`src/rtl/led_text_pkg.sv`:
```
// Shared constants and character mapping for the scrolling LED text engine.
package led_text_pkg;
   localparam logic [7:0]  CHAR_BASE   = 8'h20;
   localparam logic [7:0]  CHAR_MAX    = 8'h7F;
   localparam int unsigned FONT_ADDR_W = 10;
   localparam int unsigned COL_W       = 3;
   localparam int unsigned CHAR_IDX_W  = 7;

   typedef logic [COL_W-1:0]      col_t;
   typedef logic [CHAR_IDX_W-1:0] char_idx_t;

   // Bytes outside the printable range fall back to the space glyph.
   function automatic char_idx_t char_idx(input logic [7:0] c);
      char_idx_t idx;
      idx = '0;
      if (c >= CHAR_BASE && c <= CHAR_MAX) idx = char_idx_t'(c - CHAR_BASE);
      return idx;
   endfunction
endpackage

```
`src/rtl/tick_divider.sv`:
```
// Column-rate divider: one-clock tick every DIV_COEF+1 enabled clocks.
module tick_divider #(
   parameter logic [31:0] DIV_COEF = 32'd5000
) (
   input  logic clk_in,
   input  logic nrst,
   input  logic en,
   output logic tick
);
   logic [31:0] cnt_q, cnt_d;

   always_comb begin
      tick  = 1'b0;
      cnt_d = cnt_q;
      if (!en) begin
         cnt_d = '0;
      end else if (cnt_q == DIV_COEF) begin
         tick  = 1'b1;
         cnt_d = '0;
      end else begin
         cnt_d = cnt_q + 32'd1;
      end
   end

   always_ff @(posedge clk_in or negedge nrst) begin
      if (!nrst) cnt_q <= '0;
      else       cnt_q <= cnt_d;
   end
endmodule

```
`src/rtl/led_text_engine.sv`:
```
// Scrolling text engine: walks a message column by column, drives an external
// synchronous font ROM and presents the bit-reversed glyph column on the LEDs.
module led_text_engine
   import led_text_pkg::*;
#(
   parameter logic [31:0] DIV_COEF = 32'd5000,
   parameter int unsigned MSG_LEN  = 16,
   parameter int unsigned COLS     = 6,
   parameter int unsigned LED_W    = 8
) (
   input  logic                       clk_in,
   input  logic                       nrst,
   input  logic                       en,
   input  logic                       dir,
   input  logic                       wr_en,
   input  logic [$clog2(MSG_LEN)-1:0] wr_addr,
   input  logic [7:0]                 wr_data,
   output logic [FONT_ADDR_W-1:0]     font_addr,
   input  logic [LED_W-1:0]           font_data,
   output logic [LED_W-1:0]           led,
   output logic                       frame_done
);
   localparam int unsigned POS_W = $clog2(MSG_LEN);

   logic                   tick, col_wrap;
   col_t                   col_q, col_d, rd_col;
   logic [POS_W-1:0]       pos_q, pos_d, rd_pos;
   logic                   dir_q, dir_d;
   logic                   frame_done_q, frame_done_d;
   logic                   en_p1_q, en_p2_q;
   logic [FONT_ADDR_W-1:0] font_addr_q, font_addr_d;
   logic [LED_W-1:0]       led_q, led_d;
   logic [7:0]             msg_q [MSG_LEN];

   tick_divider #(.DIV_COEF(DIV_COEF)) u_div (
      .clk_in (clk_in),
      .nrst   (nrst),
      .en     (en),
      .tick   (tick)
   );

   always_comb begin
      col_wrap     = tick && (col_q == col_t'(COLS - 1));
      col_d        = col_q;
      pos_d        = pos_q;
      if (tick) col_d = col_wrap ? '0 : col_q + col_t'(1);
      if (col_wrap) pos_d = pos_q + POS_W'(1);
      frame_done_d = col_wrap && (pos_q == POS_W'(MSG_LEN - 1));
      // Direction only changes between characters so a glyph is never torn.
      dir_d        = (!en || col_wrap) ? dir : dir_q;
      rd_pos       = dir_q ? POS_W'(MSG_LEN - 1) - pos_q : pos_q;
      rd_col       = dir_q ? col_t'(COLS - 1) - col_q : col_q;
      font_addr_d  = {char_idx(msg_q[rd_pos]), rd_col};
      led_d        = '0;
      for (int unsigned i = 0; i < LED_W; i++) led_d[i] = font_data[LED_W-1-i];
      if (!en_p2_q) led_d = '0;
   end

   always_ff @(posedge clk_in or negedge nrst) begin
      if (!nrst) begin
         col_q        <= '0;
         pos_q        <= '0;
         dir_q        <= 1'b0;
         frame_done_q <= 1'b0;
         en_p1_q      <= 1'b0;
         en_p2_q      <= 1'b0;
         font_addr_q  <= '0;
         led_q        <= '0;
      end else begin
         col_q        <= col_d;
         pos_q        <= pos_d;
         dir_q        <= dir_d;
         frame_done_q <= frame_done_d;
         en_p1_q      <= en;
         en_p2_q      <= en_p1_q;
         font_addr_q  <= font_addr_d;
         led_q        <= led_d;
      end
   end

   always_ff @(posedge clk_in or negedge nrst) begin
      if (!nrst) begin
         for (int unsigned i = 0; i < MSG_LEN; i++) msg_q[i] <= CHAR_BASE;
      end else if (wr_en) begin
         msg_q[wr_addr] <= wr_data;
      end
   end

   assign font_addr  = font_addr_q;
   assign led        = led_q;
   assign frame_done = frame_done_q;
endmodule
```
`config.mk`:
```
export PLATFORM = sky130hd
export DESIGN_NAME = led_text_engine
export DESIGN_NICKNAME = d
export VERILOG_FILES = /design/src/rtl/led_text_pkg.sv /design/src/rtl/tick_divider.sv /design/src/rtl/led_text_engine.sv
export SDC_FILE = /design/constraint.sdc
export NUM_CORES = 1
export LEC_CHECK = 0
export BUFFER_PORTS_ARGS = -buffer_cell sky130_fd_sc_hd__buf_2
export CAP_MARGIN = 20
export CORE_UTILIZATION = 50
export DETAILED_ROUTE_END_ITERATION = 8
export PLACE_DENSITY = 0.64
export SLEW_MARGIN = 10
export SYNTH_ARGS = -nofsm -noshare
export SYNTH_HDL_FRONTEND = slang
export SYNTH_HIERARCHICAL = 1
export SYNTH_SLANG_ARGS = --single-unit
export TNS_END_PERCENT = 30
```
`constraint.sdc`:
```
create_clock -name clk_in -period 3.35 [get_ports clk_in]
set_input_delay 0.1675 -clock clk_in [delete_from_list [all_inputs] [get_ports clk_in]]
set_output_delay 0.1675 -clock clk_in [all_outputs]
set_load 0.01 [all_outputs]
```
Word level (Yosys, flattened, before mapping)
Index checks and enable logic that the tools add are counted.

Add/sub/neg operators: 6. Order comparisons: 5. Equality and inequality tests: 3. Multiplexer cells: 15. Bitwise operators: 2. Reduce and logical (&&, ||, !) cells: 6.

Operators by type and width (count): bitwise mux 128 bit (1); 2-to-1 mux 32 bit (2); adder 32 x 1 -> 32 bit (second input constant) (1); binary-select mux 8 bit (select 4 bit) (1); demux 8 bit (select 4 bit) (1); equality test 32 x 13 -> 1 bit (second input constant) (1); 2-to-1 mux 8 bit (4); greater-or-equal comparator 5 bit (second input constant) (2); NOT 4 -> 5 bit (2); greater-or-equal comparator 8 x 6 -> 1 bit (second input constant) (1); less-or-equal comparator 8 x 7 -> 1 bit (second input constant) (1); 2-to-1 mux 7 bit (1); subtractor 7 x 6 -> 7 bit (second input constant) (1); 2-to-1 mux 3 bit (2); < comparator 5 x 1 -> 1 bit (second input constant) (1); adder 4 x 1 -> 4 bit (second input constant) (1); equality test 4 bit (second input constant) (1); logical AND 1 bit (4); 2-to-1 mux 4 bit (1); subtractor 4 bit (first input constant) (1); adder 3 x 1 -> 3 bit (second input constant) (1); equality test 3 bit (second input constant) (1); subtractor 3 bit (first input constant) (1); 2-to-1 mux 1 bit (2); other kinds (2) (2).

Bits in registers: 189. Input bits: 25. Output and inout port bits: 19. Logic and storage cells: 62.

Longest topological paths before layout
Gate-level depths: netlist (run 1).

Depth in word-level cells: 9. Mapped depth: 9. Depth with buffers taken out: 8.

By module
The synthesis (run 1) kept the hierarchy.

By module, submodules not included: led_text_engine (instances 1, cells each 524, area an instance 7410.9 um^2, sequential area each 3948.8 um^2); tick_divider (instances 1, cells each 190, area an instance 1754.2 um^2, sequential area each 800.8 um^2).

Least setup slack after synthesis (run 1)
OpenSTA, ideal clock, no wires.

Path type: flip-flop to flip-flop. Start point: register u_div.cnt_q[11]. End point: register dir_q. Setup time: 0.125 ns. Arrival time: 2.201 ns. Data required time: 3.225 ns. Setup slack: 1.024 ns. Stages on the path, launching flop included: 9. Path buffers: 2. Period minus slack after synthesis: 2.326 ns. Cell sequence: dfrtp_1 -> clkbuf_1 -> nor4b_1 -> nand4_1 -> nor3_1 -> and3_1 -> clkbuf_1 -> nand2b_1 -> mux2_2.

Longest elaborated chain between the ends: 5.

RTL lines: start, declared (RTL line tick_divider.sv:10) `logic [31:0] cnt_q, cnt_d;`; start signal, assigned (RTL line tick_divider.sv:27) `else cnt_q <= cnt_d;`; equality test 32 x 13 -> 1 bit (RTL line tick_divider.sv:17) `end else if (cnt_q == DIV_COEF) begin`; 2-to-1 mux 1 bit (RTL line tick_divider.sv:17); 2-to-1 mux 1 bit (RTL line tick_divider.sv:15) `if (!en) begin`; via tick (RTL line led_text_engine.sv:25) `logic tick, col_wrap;`; logical AND 1 bit (RTL line led_text_engine.sv:43) `col_wrap = tick && (col_q == col_t'(COLS - 1));`; logical OR 1 bit (RTL line led_text_engine.sv:50) `dir_d = (!en || col_wrap) ? dir : dir_q;`; end signal, assigned (RTL line led_text_engine.sv:72) `dir_q <= dir_d;`; end, declared (RTL line led_text_engine.sv:28) `logic dir_q, dir_d;`.

The timed path passes the listed nets, and every way through them passes these cells. A chain may end at the register's enable or synchronous reset.

Final worst setup path (run 1)
Start point: register u_div.cnt_q[0]. End point: register dir_q.

The elaborated chain is that of the path after synthesis.

==> summary.md, run 1 <==
| Metric | Value |
|---|---|
| Status | finished clean |
| Vias per inst | 5.98 |
| Root buffer cell | clkbuf_16 |
| Worst EP arrival | 2920 ps |
| Cell family with most CP delay | simple AND/OR/NAND/NOR gates |
| Post-CTS resize count | 0 |
| Worst endpoint required time | 3670 ps |
| Max_cap viols | 0 |
| Yosys reg bits | 189 |
| EDFF count, synth | 0 |
| RD Place Congestion | 0.796 |
| Buffers on Ports | 43 |
| Max-slew violation count | 0 |
| Number of diodes | 0 |
| Share of synthesized flip-flops with an asynchronous set or reset | 100% |
| Max frequency | 384 MHz |
| Unrepaired setup endpoints after global routing | false |
| HPWL Detailed | 13,100 um |
| Die height | 137 um |
| CP max-delay cell | nor3_1 |
| Clock transition at the registers of the reported paths | 80 ps |
| Final design utilization | 57.6% |
| Initial antenna violation count | 1 |
| Vias in the first global route | 6,032 |
| Core ar. | 18,000 um2 |
| GRT Total Usage | 23.3% |
| DR vias | 5,976 |
| Area grow syn2layout | 12.9% |
| Dpl cell area | 9610 um2 |
| Worst Hold Class | in2reg |
| Antenna violation net count after detailed routing | 0 |
| CTS Buf Count | 17 |
| Routed WL per cell | 20.4 um |
| Setup Skew | 13.7 ps |
| Worst hold margin | 172 ps |
| Most frequent cell after synthesis | dfrtp_1 |
| Largest area contributor in the synthesized netlist | dfrtp_1 |
| H-tree levels | 4 |
| DR iter-0 viols | 294 |
| Syn Nets | 744 |
| Final wirelength | 20,400 um |
| Netlist cell types | 48 |
| CP Buf/Inv Count | 1 |
| Sequential power share | 48.9% |
| Avg Inst Size Synth | 12.8 um2 |
| Post-synth top area share | 47.2% |
| CTS Sinks | 189 |
| Relative slew slack | 22.5% |
| Critical R2R Capture | dir_q |
| # DRC | 0 |
| Longest Clk Path Bufs | 2 |
| Leakage | 0.00426 uW |
| Synth top area cells | dfrtp_1 47%, mux2_2 17%, mux4_2 6.1%, dfstp_2 4.6%, mux2i_1 4.2% |
| Power Internal | 4390 uW |
| Yosys Warn Count | 6 |
| Post-CTS Setup Bufs | 0 |
| Final hold violation count | 0 |
| Initial core utilization | 51.0% |
| RR Startpoint | u_div/cnt_q[0] |
| First-pass GRT wire length | 32,600 um |
| Worst-path maximum fanout | 9 |
| Top_reg_cell synth | dfrtp_1 |
| Most frequent cells after synthesis | 173 x dfrtp_1, 140 x mux2_2, 38 x mux2i_1 |
| Peak supply drop | 365 uV |
| Seq/Total Area, Yosys | 51.8% |
| Layout cell share with drive strength beyond 1 | 36.3% |
| TritonCTS clock tree | done |
| Hold Path Origin | wr_data[4] |
| Crit path cell chain | inv_1 > ha_1 > nor3b_1 > nand4_1 > nor3_1 > and3_1 > nand2b_1 > mux2_2 |
| Mapped cell area | 9170 um2 |
| Final setup violation count | 0 |
| TritonRoute pass-1 iters | 5 |
| CP max stage delay | 540 ps |
| Ports | 44 |
| Psw | 1640 uW |
| Switching share of power | 27.2% |
| Largest net degree at the start of global routing | 105 |
| CP Launch Type | flip-flop |
| Setup slack, reg-to-reg | 750 ps |
| Pwr dens | 583 nW/um2 |
| Clock power frac | 35.2% |
| Worst skew pair latency | 440 ps |
| Setup_tns | 0 ps |
| FF-to-FF path depth | 8 |
| Period Utilization, post-route | 77.7% |
| Die ar. | 18,900 um2 |
| Grt ovf | 0 |
| Hold Path Sink | msg_q[28] |
| Die width | 137 um |
| Crit Path Class | reg2reg |
| Fin area | 10,300 um2 |
| Cells after Synth | 714 |
| Layout Nets | 788 |
| Crit. End Element | flip-flop |
| Power share of the combinational group | 15.9% |
| Hold-critical path depth | 2 |
| Worst-margin pin slew | 1160 ps |
| Std cell rows | 49 |
| CP startpoint | u_div/cnt_q[0] |
| Final min period | 2600 ps |
-- registers in the layout (all words and copies together), names as in the netlist --
name	cells
led	8
frame_done	1
font_addr	10
col_q	3
dir_q	1
pos_q	4
en_p2_q	1
u_div/cnt_q	32
msg_q	128
en_p1_q	1
-- layout by cell type, fill, tap and decap left out, types with 11 or more instances in the layout --
cell type / instances
xor2_1: 12
mux2_2: 140
and2_1: 16
dfstp_2: 16
or4_1: 11
nand4_1: 12
mux2i_1: 38
buf_2: 42
nor2_1: 33
mux4_2: 25
clkbuf_16: 17
dfrtp_1: 172
o21ai_0: 34
nand2_1: 21
dlygate4sd3_1: 11
a21oi_1: 23
-- how the worst max path moves through the flow --
stage	cells past startpoint	to
after global placement	5	font_addr[7]
after global routing	8	dir_q
final	8	dir_q
after detailed placement	8	dir_q
after CTS	8	dir_q
after floorplan	8	dir_q
-- power groups by stage --
stage | logic, uW | clock network (uW) | registers [uW]
after CTS | 973 | 2160 | 2940
final | 960 | 2120 | 2950
after detailed placement | 960 | 0 | 2980
after global routing | 1050 | 2270 | 2990
after floorplan | 722 | 0 | 2910
after global placement | 922 | 0 | 2960
-- final cells by class --
type	instances	area (um2)
Fill cell	1410	7610
Sequential cell	189	4750
Multi-Input combinational cell	477	4200
Timing Repair Buffer	66	449
Clock buffer	17	425
Tap cell	229	287
Clock inverter	15	206
Inverter	7	26.3
-- routing by layer --
metal / track usage (%) / up-vias / wire, um
met3: 3.79 / 24 / 552
li1: - / 2724 / -
met2: 37.8 / 106 / 10200
met5: 0 / - / 8
met4: 8.12 / 2 / 300
met1: 31.7 / 3120 / 9280
-- cell families after synthesis --
group / share of synthesized area (%)
mux: 27.5
flops: 51.8
simple gates: 9.82
compound gates: 5.88
buf+inv: 2.39
xor+xnor: 1.91
fa+ha+maj: 0.683
-- per-stage QoR --
step	cells	power [uW]	setup slack, ps
after CTS	1000	6080	747
after floorplan	714	3630	1020
after global routing	1000	6310	551
after detailed placement	957	3940	780
final	1000	6030	748
after global placement	957	3880	851
-- repair_timing --
item	in CTS	in global routing
hold endpoints to repair	96	0
hold buffers	11	0
endpoints found under the setup margin	0	0
Power figures use the tool's default switching activity.
==> run 2, diff against run 1 <==
PLACE_DENSITY = 0.67   (was 0.64)
clock period = 2.13 ns   (was 3.35 ns; I/O delays follow)
==> summary.md, run 2 (synthesis results as in run 1) <==
| Metric | Value |
|---|---|
| CTS Sinks | 189 |
| Sequential power share | 49.6% |
| Worst-path maximum fanout | 5 |
| CP Buf/Inv Count | 2 |
| Period Utilization, post-route | 104% |
| Crit path cell chain | xnor2_4 > buf_6 > buf_12 > mux4_2 > mux4_2 > and2_4 |
| Final design utilization | 60.3% |
| Worst Hold Class | in2reg |
| Number of diodes | 0 |
| Final min period | 2210 ps |
| Most frequent cell on the critical path | mux4_2 |
| Max frequency | 453 MHz |
| CP max stage delay | 520 ps |
| Longest Clk Path Bufs | 2 |
| Antenna violation net count after detailed routing | 0 |
| Largest net degree at the start of global routing | 78 |
| Area grow syn2layout | 18.3% |
| Max-slew violation count | 0 |
| Layout Nets | 839 |
| Layout cell share with drive strength beyond 1 | 42.2% |
| GRT Total Usage | 23.8% |
| Leakage | 0.00454 uW |
| Ports | 44 |
| Routed WL per cell | 19.8 um |
| TritonRoute pass-1 iters | 4 |
| Max_cap viols | 0 |
| Pre-CTS worst setup slack | -57.1 ps |
| Switching share of power | 27.1% |
| Peak supply drop | 715 uV |
| Unrepaired setup endpoints after global routing | true |
| Worst-margin pin slew | 685 ps |
| CP max-delay cell | mux4_2 |
| Grt ovf | 0 |
| Vias per inst | 5.83 |
| Power Internal | 6830 uW |
| Crit Path Class | reg2reg |
| Die ar. | 18,900 um2 |
| Core ar. | 18,000 um2 |
| Worst endpoint required time | 2460 ps |
| Initial core utilization | 51.0% |
| Worst hold margin | 116 ps |
| Psw | 2540 uW |
| Crit. End Element | flip-flop |
| Std cell rows | 49 |
| Final hold violation count | 0 |
| Filler cell count | 1,383 |
| DR iter-0 viols | 333 |
| DR vias | 6,129 |
| Vias in the first global route | 6,271 |
| Failing checks | negative setup slack |
| Setup Skew | 9.90 ps |
| Setup WS post-layout | -79.2 ps |
| Max reg flops | 128 |
| Initial antenna violation count | 0 |
| Die height | 137 um |
| Clock transition at the registers of the reported paths | 80 ps |
| Largest Register | msg_q |
| Die width | 137 um |
| Buffers on Ports | 43 |
| Final setup violation count | 5 |
| CP Launch Type | flip-flop |
| # DRC | 0 |
| Worst skew pair latency | 430 ps |
| Pwr dens | 864 nW/um2 |
| Worst EP arrival | 2540 ps |
| Cell family with most CP delay | multiplexers |
| First-pass GRT wire length | 33,600 um |
| Power share of the combinational group | 17.6% |
| Relative slew slack | 54.3% |
| H-tree levels | 4 |
| HPWL Detailed | 14,000 um |
| Final wirelength | 20,800 um |
| RD Place Congestion | 0.804 |
| Clock power frac | 32.8% |
| Most common cell after layout, fill and taps aside | dfrtp_1 |
| Root buffer cell | clkbuf_16 |
| Status | complete, but fails checks |
| CTS Buf Count | 17 |
| Commonest cells after routing, fill and taps aside | 171 x dfrtp_1, 140 x mux2_2, 53 x buf_4, 42 x buf_2, 38 x mux2i_1 |
| TritonCTS clock tree | done |
run 2: changes by cell type in the layout (fill, tap and decap cells not counted), sizes merged:
cell,delta
bufinv,-1
inv,-1
clkinv,+2
buf,+51
run 2: layout make-up:
type / instances / area (um2) / share of cell area (%)
Clock buffer: 17 / 425 / 3.92
Clock inverter: 15 / 150 / 1.39
Inverter: 7 / 26.3 / 0.242
Multi-Input combinational cell: 477 / 4270 / 39.4
Sequential cell: 189 / 4750 / 43.8
Tap cell: 229 / 287 / 2.64
Timing Repair Buffer: 117 / 930 / 8.58
run 2: worst paths after layout:
check                                start             end  slack (ps)  depth (start not counted)
min in group asynchronous             nrst    font_addr[2]         250                          2
max in group asynchronous             nrst  u_div/cnt_q[4]        1100                          3
worst max-delay path                 dir_q    font_addr[5]         -80                          6
worst min register to register     en_p1_q         en_p2_q         360                          0
worst max register to register       dir_q    font_addr[5]         -80                          6
worst min-delay path            wr_data[0]       msg_q[56]         120                          2
run 2: routing by layer:
| metal | GRT usage (%) | share of wire (%) | wire (um) |
|---|---|---|---|
| met5 | 0 | 0 | 0 |
| met4 | 7.02 | 1.1 | 221 |
| met3 | 4.45 | 4.4 | 921 |
| met2 | 39.4 | 50 | 10500 |
| met1 | 31.7 | 44 | 9150 |
run 2: power by group through the flow:
stage | Sequential (uW) | Clock, uW | Combinational, uW
after detailed placement | 4700 | 0 | 1570
after global routing | 4720 | 3280 | 1800
final | 4650 | 3070 | 1650
after floorplan | 4570 | 0 | 1140
after global placement | 4680 | 0 | 1490
after CTS | 4640 | 3130 | 1650
run 2: worst reg2reg max path, cell delays in order (launching register included):
cell and delay [ps]:
dfrtp_2 460, xnor2_4 200, buf_6 150, buf_12 130
mux4_2 520, mux4_2 480, and2_4 170
run 2: what timing repair did:
action                     4_1_cts  5_1_grt
pin swaps                        6        3
setup buffers                    3        0
hold buffers                    11        0
hold endpoints to repair        76        0
setup endpoints to repair        9       15
gates resized for setup         13       15
cloned                           2        0
run 2: metrics by stage:
step                      cell area [um2]  TNS (ps)  cells  total power [uW]
after global placement              10000     -6.35   1004              6180
after CTS                           10800      -263   1051              9420
after detailed placement            10000      -264   1004              6270
after floorplan                      9200         0    714              5710
final                               10800      -244   1051              9370
after global routing                10800      -578   1051              9800
==> run 3, diff against run 2 <==
SKIP_CTS_REPAIR_TIMING = 1   (was unset)
clock period = 1.99 ns   (was 2.13 ns; I/O delays follow)
==> summary.md, run 3 (synthesis results as in run 1) <==
| Metric | Value |
|---|---|
| Metal-1 WL | 9340 um |
| Worst skew pair latency | 440 ps |
| Period Utilization, post-route | 110% |
| Final min period | 2190 ps |
| Max reg flops | 128 |
| TritonRoute pass-1 iters | 4 |
| Worst EP arrival | 2530 ps |
| Fin area | 11,100 um2 |
| Dpl cell area | 10,300 um2 |
| Initial antenna violation count | 0 |
| Relative slew slack | 53.2% |
| CP Launch Type | flip-flop |
| Vias in the first global route | 6,315 |
| Longest Clk Path Bufs | 2 |
| RR Startpoint | dir_q |
| TritonCTS clock tree | done |
| Clock transition at the registers of the reported paths | 70 ps |
| HPWL Detailed | 14,600 um |
| Pre-CTS worst setup slack | -229 ps |
| Crit path cell chain | xnor2_4 > buf_12 > mux4_2 > mux4_2 > and2_1 |
| Die ar. | 18,900 um2 |
| Max frequency | 456 MHz |
| Final wirelength | 21,000 um |
| Top Metal Used | met4 |
| Root buffer cell | clkbuf_16 |
| Peak supply drop | 639 uV |
| Worst endpoint required time | 2330 ps |
| Number of diodes | 0 |
| CP max-delay cell | mux4_2 |
| Die width | 137 um |
| Clock power frac | 33.4% |
| Routed WL per cell | 19.5 um |
| Die height | 137 um |
| Power Internal | 7350 uW |
| Final hold violation count | 0 |
| DR iter-0 viols | 297 |
| Max_cap viols | 0 |
| Psw | 2750 uW |
| CTS Sinks | 189 |
| RD Place Congestion | 0.841 |
| Met3 wire len | 549 um |
| Grt ovf | 0 |
| Largest net degree at the start of global routing | 58 |
| Worst Hold Class | in2reg |
| Largest Register | msg_q |
| Core ar. | 18,000 um2 |
| Layout cell share with drive strength beyond 1 | 44.4% |
| Area grow syn2layout | 21.2% |
| Sequential power share | 49.2% |
| Std cell rows | 49 |
| Crit Path Class | reg2reg |
| WL met2 | 10,900 um |
| Unrepaired setup endpoints after global routing | true |
| Status | complete, but fails checks |
| DR vias | 6,206 |
| Power, Total | 10,100 uW |
| Buffers on Ports | 43 |
| Initial core utilization | 51.0% |
| First-pass GRT wire length | 33,300 um |
| Hold Path Origin | wr_data[2] |
| Switching share of power | 27.2% |
| Worst-margin pin slew | 702 ps |
| Most frequent cell on the critical path | mux4_2 |
| Max-slew violation count | 0 |
| Setup Skew | 14.5 ps |
| Failing checks | negative setup slack |
| Final setup violation count | 7 |
| Vias per inst | 5.75 |
| CP max stage delay | 520 ps |
| Setup WS post-layout | -201 ps |
| Ports | 44 |
| Worst-path maximum fanout | 16 |
| H-tree levels | 4 |
| Crit. End Element | flip-flop |
| # DRC | 0 |
| Antenna violation net count after detailed routing | 0 |
| Power share of the combinational group | 17.4% |
| Pwr dens | 910 nW/um2 |
| CTS Buf Count | 17 |
| Most common cell after layout, fill and taps aside | dfrtp_1 |
| Commonest cells after routing, fill and taps aside | 171 x dfrtp_1, 139 x mux2_2, 78 x buf_4, 42 x buf_2, 38 x mux2i_1 |
| Layout Nets | 867 |
| GRT Total Usage | 23.7% |
| Leakage | 0.00471 uW |
| CP startpoint | dir_q |
| Filler cell count | 1,359 |
==> run 3: cell count changes in the layout (fill, tap and decap cells not counted), sizes merged <==
cell,previous run,this run
clkinvlp,1,0
buf,105,134
==> run 3: path summary, 6_finish.rpt <==
kind	endpoint	slack [ps]	cells past startpoint
max	font_addr[6]	-200	5
min	msg_q[82]	100	2
max reg2reg	font_addr[6]	-200	5
min reg2reg	en_p2_q	360	0
max in group asynchronous	msg_q[104]	1100	3
min in group asynchronous	msg_q[111]	190	2
==> run 3: power by group through the flow <==
stage	registers (uW)	logic [uW]	clock network, uW
finish	4970	1760	3370
global route	5050	1910	3620
CTS	4970	1740	3460
detailed placement	5040	1720	0
global placement	5010	1640	0
floorplan	4900	1230	0
==> run 3: through the flow <==
stage	util [%]	setup TNS (ps)	std cells	hold WS (ps)
floorplan	-	-545	714	-196
global placement	57.3	-991	1036	82.5
detailed placement	57.3	-1230	1036	96.4
CTS	60.7	-1550	1068	-371
global route	61.8	-2010	1079	110
finish	61.8	-1020	1079	101
==> run 3: cell type report <==
cell class	count	area [um2]	area share, %
repair buffers	145	1120	10.1
inverters	7	26.3	0.237
well taps	229	287	2.58
clock inverters	14	164	1.48
flip-flops and latches	189	4750	42.8
multi-input cells	477	4310	38.8
clock buffers	18	439	3.95
==> run 3: routing by layer <==
| layer | track usage [%] | vias to the layer above |
|---|---|---|
| li1 | - | 2891 |
| met1 | 30.9 | 3188 |
| met2 | 40.4 | 102 |
| met3 | 4.56 | 25 |
| met4 | 6.35 | 0 |
| met5 | 0 | - |
==> run 3: critical path, delay by kind of cell (launching register included) <==
kind / cells / cell delay [ps]
xor+xnor: 1 / 230
buf+inv: 1 / 210
flops: 1 / 460
simple gates: 1 / 170
mux: 2 / 1010
